--- config.mk ---
export PLATFORM = sky130hd
export DESIGN_NAME = rom_layer_mux_flat
export DESIGN_NICKNAME = d
export VERILOG_FILES = /design/src/rtl/rom_layer_pkg.sv /design/src/rtl/rom_layer_mux_if.sv /design/src/rtl/rom_layer_delay.sv /design/src/rtl/rom_layer_mux.sv /design/src/flat_wrapper.sv
export SDC_FILE = /design/constraint.sdc
export NUM_CORES = 1
export LEC_CHECK = 0
export BUFFER_PORTS_ARGS = -buffer_cell sky130_fd_sc_hd__buf_2
export CORE_UTILIZATION = 47
export DETAILED_ROUTE_END_ITERATION = 10
export PLACE_DENSITY = 0.85
export SLEW_MARGIN = 15
export SYNTH_ARGS = -nofsm -noshare
export SYNTH_HDL_FRONTEND = slang
export SYNTH_SLANG_ARGS = --single-unit
export TNS_END_PERCENT = 100
--- constraint.sdc ---
create_clock -name CLK -period 6.7 [get_ports CLK]
set_input_delay 1.34 -clock CLK [delete_from_list [all_inputs] [get_ports CLK]]
set_output_delay 1.34 -clock CLK [all_outputs]
set_load 0.005 [all_outputs]
--- src/rtl/rom_layer_pkg.sv ---
// Shared definitions for the layered ROM pixel multiplexer.
//   layer_e       : channel index of each image ROM (channel 0 is the background)
//   BG_IDX        : background channel as an integer index
//   TRANSP_KEY_DEF: default transparent colour key (RGB565 magenta)
//   slice_of()    : extracts field idx of a given width from a packed bus
package rom_layer_pkg;

  typedef enum logic [2:0] {
    BACKGROUND = 3'd0,
    POWER_BTN  = 3'd1,
    RED        = 3'd2,
    GREEN      = 3'd3,
    BLUE       = 3'd4,
    YELLOW     = 3'd5,
    WIN        = 3'd6,
    LOSE       = 3'd7
  } layer_e;

  localparam int unsigned BG_IDX         = 32'(BACKGROUND);
  localparam logic [15:0] TRANSP_KEY_DEF = 16'hF81F;

  // Upper bounds for slice_of(): packed buses up to MAX_PACK_W bits,
  // fields up to MAX_SLICE_W bits.
  localparam int unsigned MAX_PACK_W  = 512;
  localparam int unsigned MAX_SLICE_W = 64;

  function automatic logic [MAX_SLICE_W-1:0] slice_of(
    input logic [MAX_PACK_W-1:0] packed_bus,
    input int unsigned           idx,
    input int unsigned           width
  );
    logic [MAX_PACK_W-1:0] shifted;
    logic [MAX_PACK_W-1:0] mask;
    shifted = packed_bus >> (idx * width);
    mask    = (MAX_PACK_W'(1) << width) - MAX_PACK_W'(1);
    return MAX_SLICE_W'(shifted & mask);
  endfunction

endpackage

--- src/rtl/rom_layer_mux_if.sv ---
// Bus bundle between the pixel source, the image ROMs and rom_layer_mux.
//   FRAME_START, SELECTOR, IN_ADDR, IN_VALID : pixel-address stream in
//   CH_ADDR, CH_RD_EN                        : packed per-channel ROM requests
//   CH_PX                                    : packed per-channel ROM data
//   OUT_PX, OUT_VALID, OUT_SEL               : realigned selected pixel
// master = source/ROM side, slave = multiplexer.
interface rom_layer_mux_if #(
  parameter int unsigned N_CH   = 8,
  parameter int unsigned SEL_W  = 3,
  parameter int unsigned ADDR_W = 16,
  parameter int unsigned PX_W   = 16
);
  logic                   FRAME_START;
  logic [SEL_W-1:0]       SELECTOR;
  logic [ADDR_W-1:0]      IN_ADDR;
  logic                   IN_VALID;
  logic [N_CH*ADDR_W-1:0] CH_ADDR;
  logic [N_CH-1:0]        CH_RD_EN;
  logic [N_CH*PX_W-1:0]   CH_PX;
  logic [PX_W-1:0]        OUT_PX;
  logic                   OUT_VALID;
  logic [SEL_W-1:0]       OUT_SEL;

  modport master (
    output FRAME_START, SELECTOR, IN_ADDR, IN_VALID, CH_PX,
    input  CH_ADDR, CH_RD_EN, OUT_PX, OUT_VALID, OUT_SEL
  );

  modport slave (
    input  FRAME_START, SELECTOR, IN_ADDR, IN_VALID, CH_PX,
    output CH_ADDR, CH_RD_EN, OUT_PX, OUT_VALID, OUT_SEL
  );
endinterface

--- src/rtl/rom_layer_delay.sv ---
// Parametrised shift register with asynchronous active-high reset.
//   clk, rst : clock, async reset (clears every stage)
//   din      : WIDTH-bit word entering stage 0
//   dout     : word after DEPTH clock edges
module rom_layer_delay #(
  parameter int unsigned WIDTH = 1,
  parameter int unsigned DEPTH = 2
) (
  input  logic             clk,
  input  logic             rst,
  input  logic [WIDTH-1:0] din,
  output logic [WIDTH-1:0] dout
);

  logic [DEPTH-1:0][WIDTH-1:0] stage;

  always_ff @(posedge clk or posedge rst) begin
    if (rst) begin
      stage <= '0;
    end else begin
      stage[0] <= din;
      for (int unsigned i = 1; i < DEPTH; i++) begin
        stage[i] <= stage[i-1];
      end
    end
  end

  assign dout = stage[DEPTH-1];

endmodule

--- src/rtl/rom_layer_mux.sv ---
// Routes one pixel-address stream to one of N_CH image ROMs and realigns the
// returned pixel. Channel 0 is the background layer: it is fetched alongside
// every beat when TRANSP_EN=1 so a transparent foreground pixel can fall
// through to it. Selectors >= N_CH produce DEFAULT_PX.
//   CLK, RST       : clock, asynchronous active-high reset
//   bus.FRAME_START: latches SELECTOR into the frame selector (SYNC_SEL=1)
//   bus.SELECTOR   : requested channel
//   bus.IN_ADDR/IN_VALID : pixel address beat
//   bus.CH_ADDR/CH_RD_EN : registered per-channel ROM requests
//   bus.CH_PX      : per-channel ROM data, ROM_LAT cycles after the request
//   bus.OUT_PX/OUT_VALID/OUT_SEL : result, ROM_LAT+2 cycles after the beat
// Constraints: 2**SEL_W >= N_CH, N_CH*PX_W <= MAX_PACK_W, PX_W <= MAX_SLICE_W.
module rom_layer_mux
  import rom_layer_pkg::*;
#(
  parameter int unsigned     N_CH       = 8,
  parameter int unsigned     SEL_W      = 3,
  parameter int unsigned     ADDR_W     = 16,
  parameter int unsigned     PX_W       = 16,
  parameter int unsigned     ROM_LAT    = 1,
  parameter bit              SYNC_SEL   = 1'b1,
  parameter bit              TRANSP_EN  = 1'b1,
  parameter logic [PX_W-1:0] TRANSP_KEY = PX_W'(TRANSP_KEY_DEF),
  parameter logic [PX_W-1:0] DEFAULT_PX = '0
) (
  input logic           CLK,
  input logic           RST,
  rom_layer_mux_if.slave bus
);

  logic [SEL_W-1:0]       sel_q;
  logic [SEL_W-1:0]       eff_sel;
  logic                   oor;
  logic [N_CH*ADDR_W-1:0] addr_d, addr_q;
  logic [N_CH-1:0]        en_d, en_q;

  logic                   tail_valid;
  logic [SEL_W-1:0]       tail_sel;
  logic                   tail_oor;
  logic [PX_W-1:0]        sel_px, bg_px;
  logic [PX_W-1:0]        out_px_q;
  logic [SEL_W-1:0]       out_sel_q;
  logic                   out_valid_q;

  // A beat coinciding with FRAME_START already uses the new selector.
  assign eff_sel = (!SYNC_SEL || bus.FRAME_START) ? bus.SELECTOR : sel_q;
  assign oor     = (32'(eff_sel) >= N_CH);

  always_comb begin
    addr_d = '0;
    en_d   = '0;
    if (bus.IN_VALID) begin
      for (int unsigned k = 0; k < N_CH; k++) begin
        if ((!oor && 32'(eff_sel) == k) || (TRANSP_EN && k == BG_IDX)) begin
          en_d[k]                   = 1'b1;
          addr_d[k*ADDR_W +: ADDR_W] = bus.IN_ADDR;
        end
      end
    end
  end

  always_ff @(posedge CLK or posedge RST) begin
    if (RST) begin
      sel_q  <= '0;
      addr_q <= '0;
      en_q   <= '0;
    end else begin
      if (bus.FRAME_START) begin
        sel_q <= bus.SELECTOR;
      end
      addr_q <= addr_d;
      en_q   <= en_d;
    end
  end

  assign bus.CH_ADDR  = addr_q;
  assign bus.CH_RD_EN = en_q;

  // The select travels with the beat so the ROM data it returns can be
  // steered even when the selector changes on every beat.
  rom_layer_delay #(
    .WIDTH (SEL_W + 2),
    .DEPTH (ROM_LAT + 1)
  ) u_align (
    .clk  (CLK),
    .rst  (RST),
    .din  ({bus.IN_VALID, eff_sel, oor}),
    .dout ({tail_valid, tail_sel, tail_oor})
  );

  assign sel_px = PX_W'(slice_of(MAX_PACK_W'(bus.CH_PX), 32'(tail_sel), PX_W));
  assign bg_px  = PX_W'(slice_of(MAX_PACK_W'(bus.CH_PX), BG_IDX, PX_W));

  always_ff @(posedge CLK or posedge RST) begin
    if (RST) begin
      out_px_q    <= '0;
      out_sel_q   <= '0;
      out_valid_q <= 1'b0;
    end else begin
      out_valid_q <= tail_valid;
      if (tail_valid) begin
        if (tail_oor) begin
          out_px_q  <= DEFAULT_PX;
          out_sel_q <= tail_sel;
        end else if (TRANSP_EN && tail_sel != '0 && sel_px == TRANSP_KEY) begin
          out_px_q  <= bg_px;
          out_sel_q <= '0;
        end else begin
          out_px_q  <= sel_px;
          out_sel_q <= tail_sel;
        end
      end
    end
  end

  assign bus.OUT_PX    = out_px_q;
  assign bus.OUT_SEL   = out_sel_q;
  assign bus.OUT_VALID = out_valid_q;

endmodule
--- src/flat_wrapper.sv ---
// flat-port wrapper written by rule: the top's interface ports become plain ports
module rom_layer_mux_flat import rom_layer_pkg::*;
#(
  parameter int unsigned     N_CH       = 8,
  parameter int unsigned     SEL_W      = 3,
  parameter int unsigned     ADDR_W     = 16,
  parameter int unsigned     PX_W       = 16,
  parameter int unsigned     ROM_LAT    = 1,
  parameter bit              SYNC_SEL   = 1'b1,
  parameter bit              TRANSP_EN  = 1'b1,
  parameter logic [PX_W-1:0] TRANSP_KEY = PX_W'(TRANSP_KEY_DEF),
  parameter logic [PX_W-1:0] DEFAULT_PX = '0
)
  (CLK, RST, bus_FRAME_START, bus_SELECTOR, bus_IN_ADDR, bus_IN_VALID, bus_CH_PX, bus_CH_ADDR, bus_CH_RD_EN, bus_OUT_PX, bus_OUT_VALID, bus_OUT_SEL);
  rom_layer_mux_if #(.N_CH(N_CH), .SEL_W(SEL_W), .ADDR_W(ADDR_W), .PX_W(PX_W)) bus_i ();
  input logic CLK;
  input logic RST;
  input wire logic [$bits(bus_i.FRAME_START)-1:0] bus_FRAME_START;
  input wire logic [$bits(bus_i.SELECTOR)-1:0] bus_SELECTOR;
  input wire logic [$bits(bus_i.IN_ADDR)-1:0] bus_IN_ADDR;
  input wire logic [$bits(bus_i.IN_VALID)-1:0] bus_IN_VALID;
  input wire logic [$bits(bus_i.CH_PX)-1:0] bus_CH_PX;
  output wire logic [$bits(bus_i.CH_ADDR)-1:0] bus_CH_ADDR;
  output wire logic [$bits(bus_i.CH_RD_EN)-1:0] bus_CH_RD_EN;
  output wire logic [$bits(bus_i.OUT_PX)-1:0] bus_OUT_PX;
  output wire logic [$bits(bus_i.OUT_VALID)-1:0] bus_OUT_VALID;
  output wire logic [$bits(bus_i.OUT_SEL)-1:0] bus_OUT_SEL;
  assign bus_i.FRAME_START = bus_FRAME_START;
  assign bus_i.SELECTOR = bus_SELECTOR;
  assign bus_i.IN_ADDR = bus_IN_ADDR;
  assign bus_i.IN_VALID = bus_IN_VALID;
  assign bus_i.CH_PX = bus_CH_PX;
  assign bus_CH_ADDR = bus_i.CH_ADDR;
  assign bus_CH_RD_EN = bus_i.CH_RD_EN;
  assign bus_OUT_PX = bus_i.OUT_PX;
  assign bus_OUT_VALID = bus_i.OUT_VALID;
  assign bus_OUT_SEL = bus_i.OUT_SEL;
  rom_layer_mux #(.N_CH(N_CH), .SEL_W(SEL_W), .ADDR_W(ADDR_W), .PX_W(PX_W), .ROM_LAT(ROM_LAT), .SYNC_SEL(SYNC_SEL), .TRANSP_EN(TRANSP_EN), .TRANSP_KEY(TRANSP_KEY), .DEFAULT_PX(DEFAULT_PX)) u_core (.CLK(CLK), .RST(RST), .bus(bus_i));
endmodule
==> metrics <==
WP data arrival 3.75 ns; core area 0.0135 sq mm; clock sinks 163; top layer reached by signal wires met4; type of origin of the critical path flop; Syn Area/Cell 14.0 sq um; worst rel slew slack 22.8%; WL final 18600 microns; met3 WL post-DR 1560 microns; hold crit path type flop to flop; final setup vio count 0; FP Rows 42; Post-Syn Instances 468; Most used DFF post-synth dfrtp_1; Setup CP Type flop to flop; crit path max fanout 33; worst path required time 7.05 ns; Buf/Inv on CP 0; RSZ-0062 raised after global routing no; met2 WL 9460 microns; Hold Violations, Final 0; post_cts resized 0; post-route setup TNS 0 ns; Ports 307; synth top area cells dfrtp_1, and2_1, mux4_2; via count 4930; Via density 5.10; hold buffers post-CTS 0; RD Place Congestion 0.802; ANT nets after route 0; drt wl/cell 19.3 microns; Synth-to-Final Area Change 35.0%; total track usage 26.3%; final net count 927; Die Y 120 microns; die area 0.0145 sq mm; crit-path cells mux4_2, mux2i_1, nor4b_2, and4_1, a41o_1; critical path endpoint category flop; share of layout cells above drive strength 1 51.3%; crit share post-route 50.7%; Mapped Area 0.00657 sq mm; worst-margin pin slew 1.16 ns; Port Buffers 306; Pins Over Slew Limit 0; register area share after synthesis 62.0%; Root Driver clkbuf_16; status complete, no violations; cell with the most instances after synthesis dfrtp_1; Max Cap Violations 0; Synthesized Nets 619; Critical Path Max Stage Delay 0.99 ns; final core utilization 66.0%; Cell variety after synth 28; post-synth top area cell dfrtp_1; fin crit period 3.40 ns; Warnings, synthesis 0; Post-CTS Setup Repair Bufs 0; fmax 294 MHz; pwr/cell area 274 mW/mm^2; clk_lat worst skew 0.42 ns; global-route wire length before repair 27900 microns; total gr overflow 0; CTS Buf Count 17; vias in the first global route 5086; Post-route DRC 0; Synth top area share 62.0%; starting density of the core 48.9%; HPWL after detailed placement 13600 microns; Worst-path clk slew 0.06 ns; initial antenna violation count 1; worst-case clock skew 0.00591 ns; fill cell count 1034; Top Family by Delay on Critical Path simple AND/OR/NAND/NOR gates; Met1 Wirelength 7090 microns; Post-synth EDFFs 0; die width 120 microns; CTS H-tree lvls 4; FF+latch count, synth 163; Crit-path slowest cell dfrtp_2; maximum vdd drop 0.254 mV; Commonest cells post-synth dfrtp_1, and2_1, mux4_2; TritonRoute pass-1 iters 4; Synth async-reset ratio 100%; clk buf depth 2; leakage power 4.86 nW; DR iter-0 viols 221; largest net degree at the start of global routing 113; CTS tree yes
[cell type report]
class | count | area [sq um] | share of cell area (%)
diodes | 1 | 2.50 | 0.0282
clock buffers | 21 | 460 | 5.19
clock inverters | 11 | 174 | 1.96
inverters | 4 | 20.0 | 0.226
multi-input cells | 274 | 2310 | 26.0
flip-flops and latches | 163 | 4080 | 46.0
well taps | 176 | 220 | 2.48
repair buffers | 316 | 1610 | 18.1
[kinds of logic (layout without fill, tap and decap cells)]
logic type	count (synthesis)	after routing	synth area share [%]
compound gates	40	40	4.34
other cells	0	1	0
simple gates	178	178	16.8
flops	163	163	62.0
buf+inv	31	352	2.87
mux	56	56	14.0
[power breakdown]
group | switching (mW) | internal (mW) | leakage (nW)
sequential | 0.0318 | 1.03 | 2.18
clock | 0.387 | 0.647 | 0.306
combinational | 0.171 | 0.159 | 2.38
[final timing paths]
check,from,endpoint,slack [ns],cells past startpoint
min in group asynchronous,RST,u_core.bus.CH_ADDR[10]$_DFF_PP0_,1.12,2
min reg2reg,u_core.sel_q[0]$_DFF_PP0_,u_core.u_align.dout[1]$_DFF_PP0_,0.38,0
max,u_core.u_align.dout[2]$_DFF_PP0_,u_core.bus.OUT_PX[10]$_DFFE_PP0P_,3.30,5
min,u_core.sel_q[0]$_DFF_PP0_,u_core.u_align.dout[1]$_DFF_PP0_,0.38,0
max reg2reg,u_core.u_align.dout[2]$_DFF_PP0_,u_core.bus.OUT_PX[10]$_DFFE_PP0P_,3.30,5
max in group asynchronous,RST,u_core.bus.CH_ADDR[92]$_DFF_PP0_,4.34,3
[routing by layer]
metal / vias up / track usage, %
met4: 0 / 12.3
met2: 229 / 44.7
met1: 2459 / 30.5
met5: - / 0
li1: 2211 / -
met3: 31 / 8.07
[per-stage QoR]
step	area [sq um]	hold slack (ns)	total power [mW]	setup WS (ns)	cells
after global placement	8240	0.354	1.40	3.02	933
after global routing	8870	0.400	2.52	3.03	966
final	8870	0.380	2.43	3.30	966
after floorplan	6570	0.350	1.26	0.955	468
after CTS	8870	0.378	2.45	3.31	965
after detailed placement	8240	0.365	1.41	3.02	933
[cells in the final DEF, fill, tap and decap left out, drive strengths merged, types with 7 or more instances in the layout]
master / n
buf: 316
dfrtp: 163
and2: 128
a21oi: 29
mux4: 28
nor2: 23
mux2i: 23
clkbuf: 21
nor3: 13
inv: 7
[flip-flops by register name, summed over array words and instances, names as in the netlist]
signal                flops
u_core.sel_q              2
u_core.bus.CH_RD_EN       8
u_core.u_align.stage      1
u_core.u_align.dout       4
u_core.bus.OUT_PX        16
u_core.bus.OUT_SEL        3
u_core.bus.CH_ADDR      128
u_core.bus.OUT_VALID      1
[worst reg2reg max path, cell delays in order (launching register included)]
cell,delay (ns)
dfrtp_2,0.99
mux4_2,0.64
mux2i_1,0.28
nor4b_2,0.31
and4_1,0.84
a41o_1,0.29
Power figures use the tool's default switching activity.
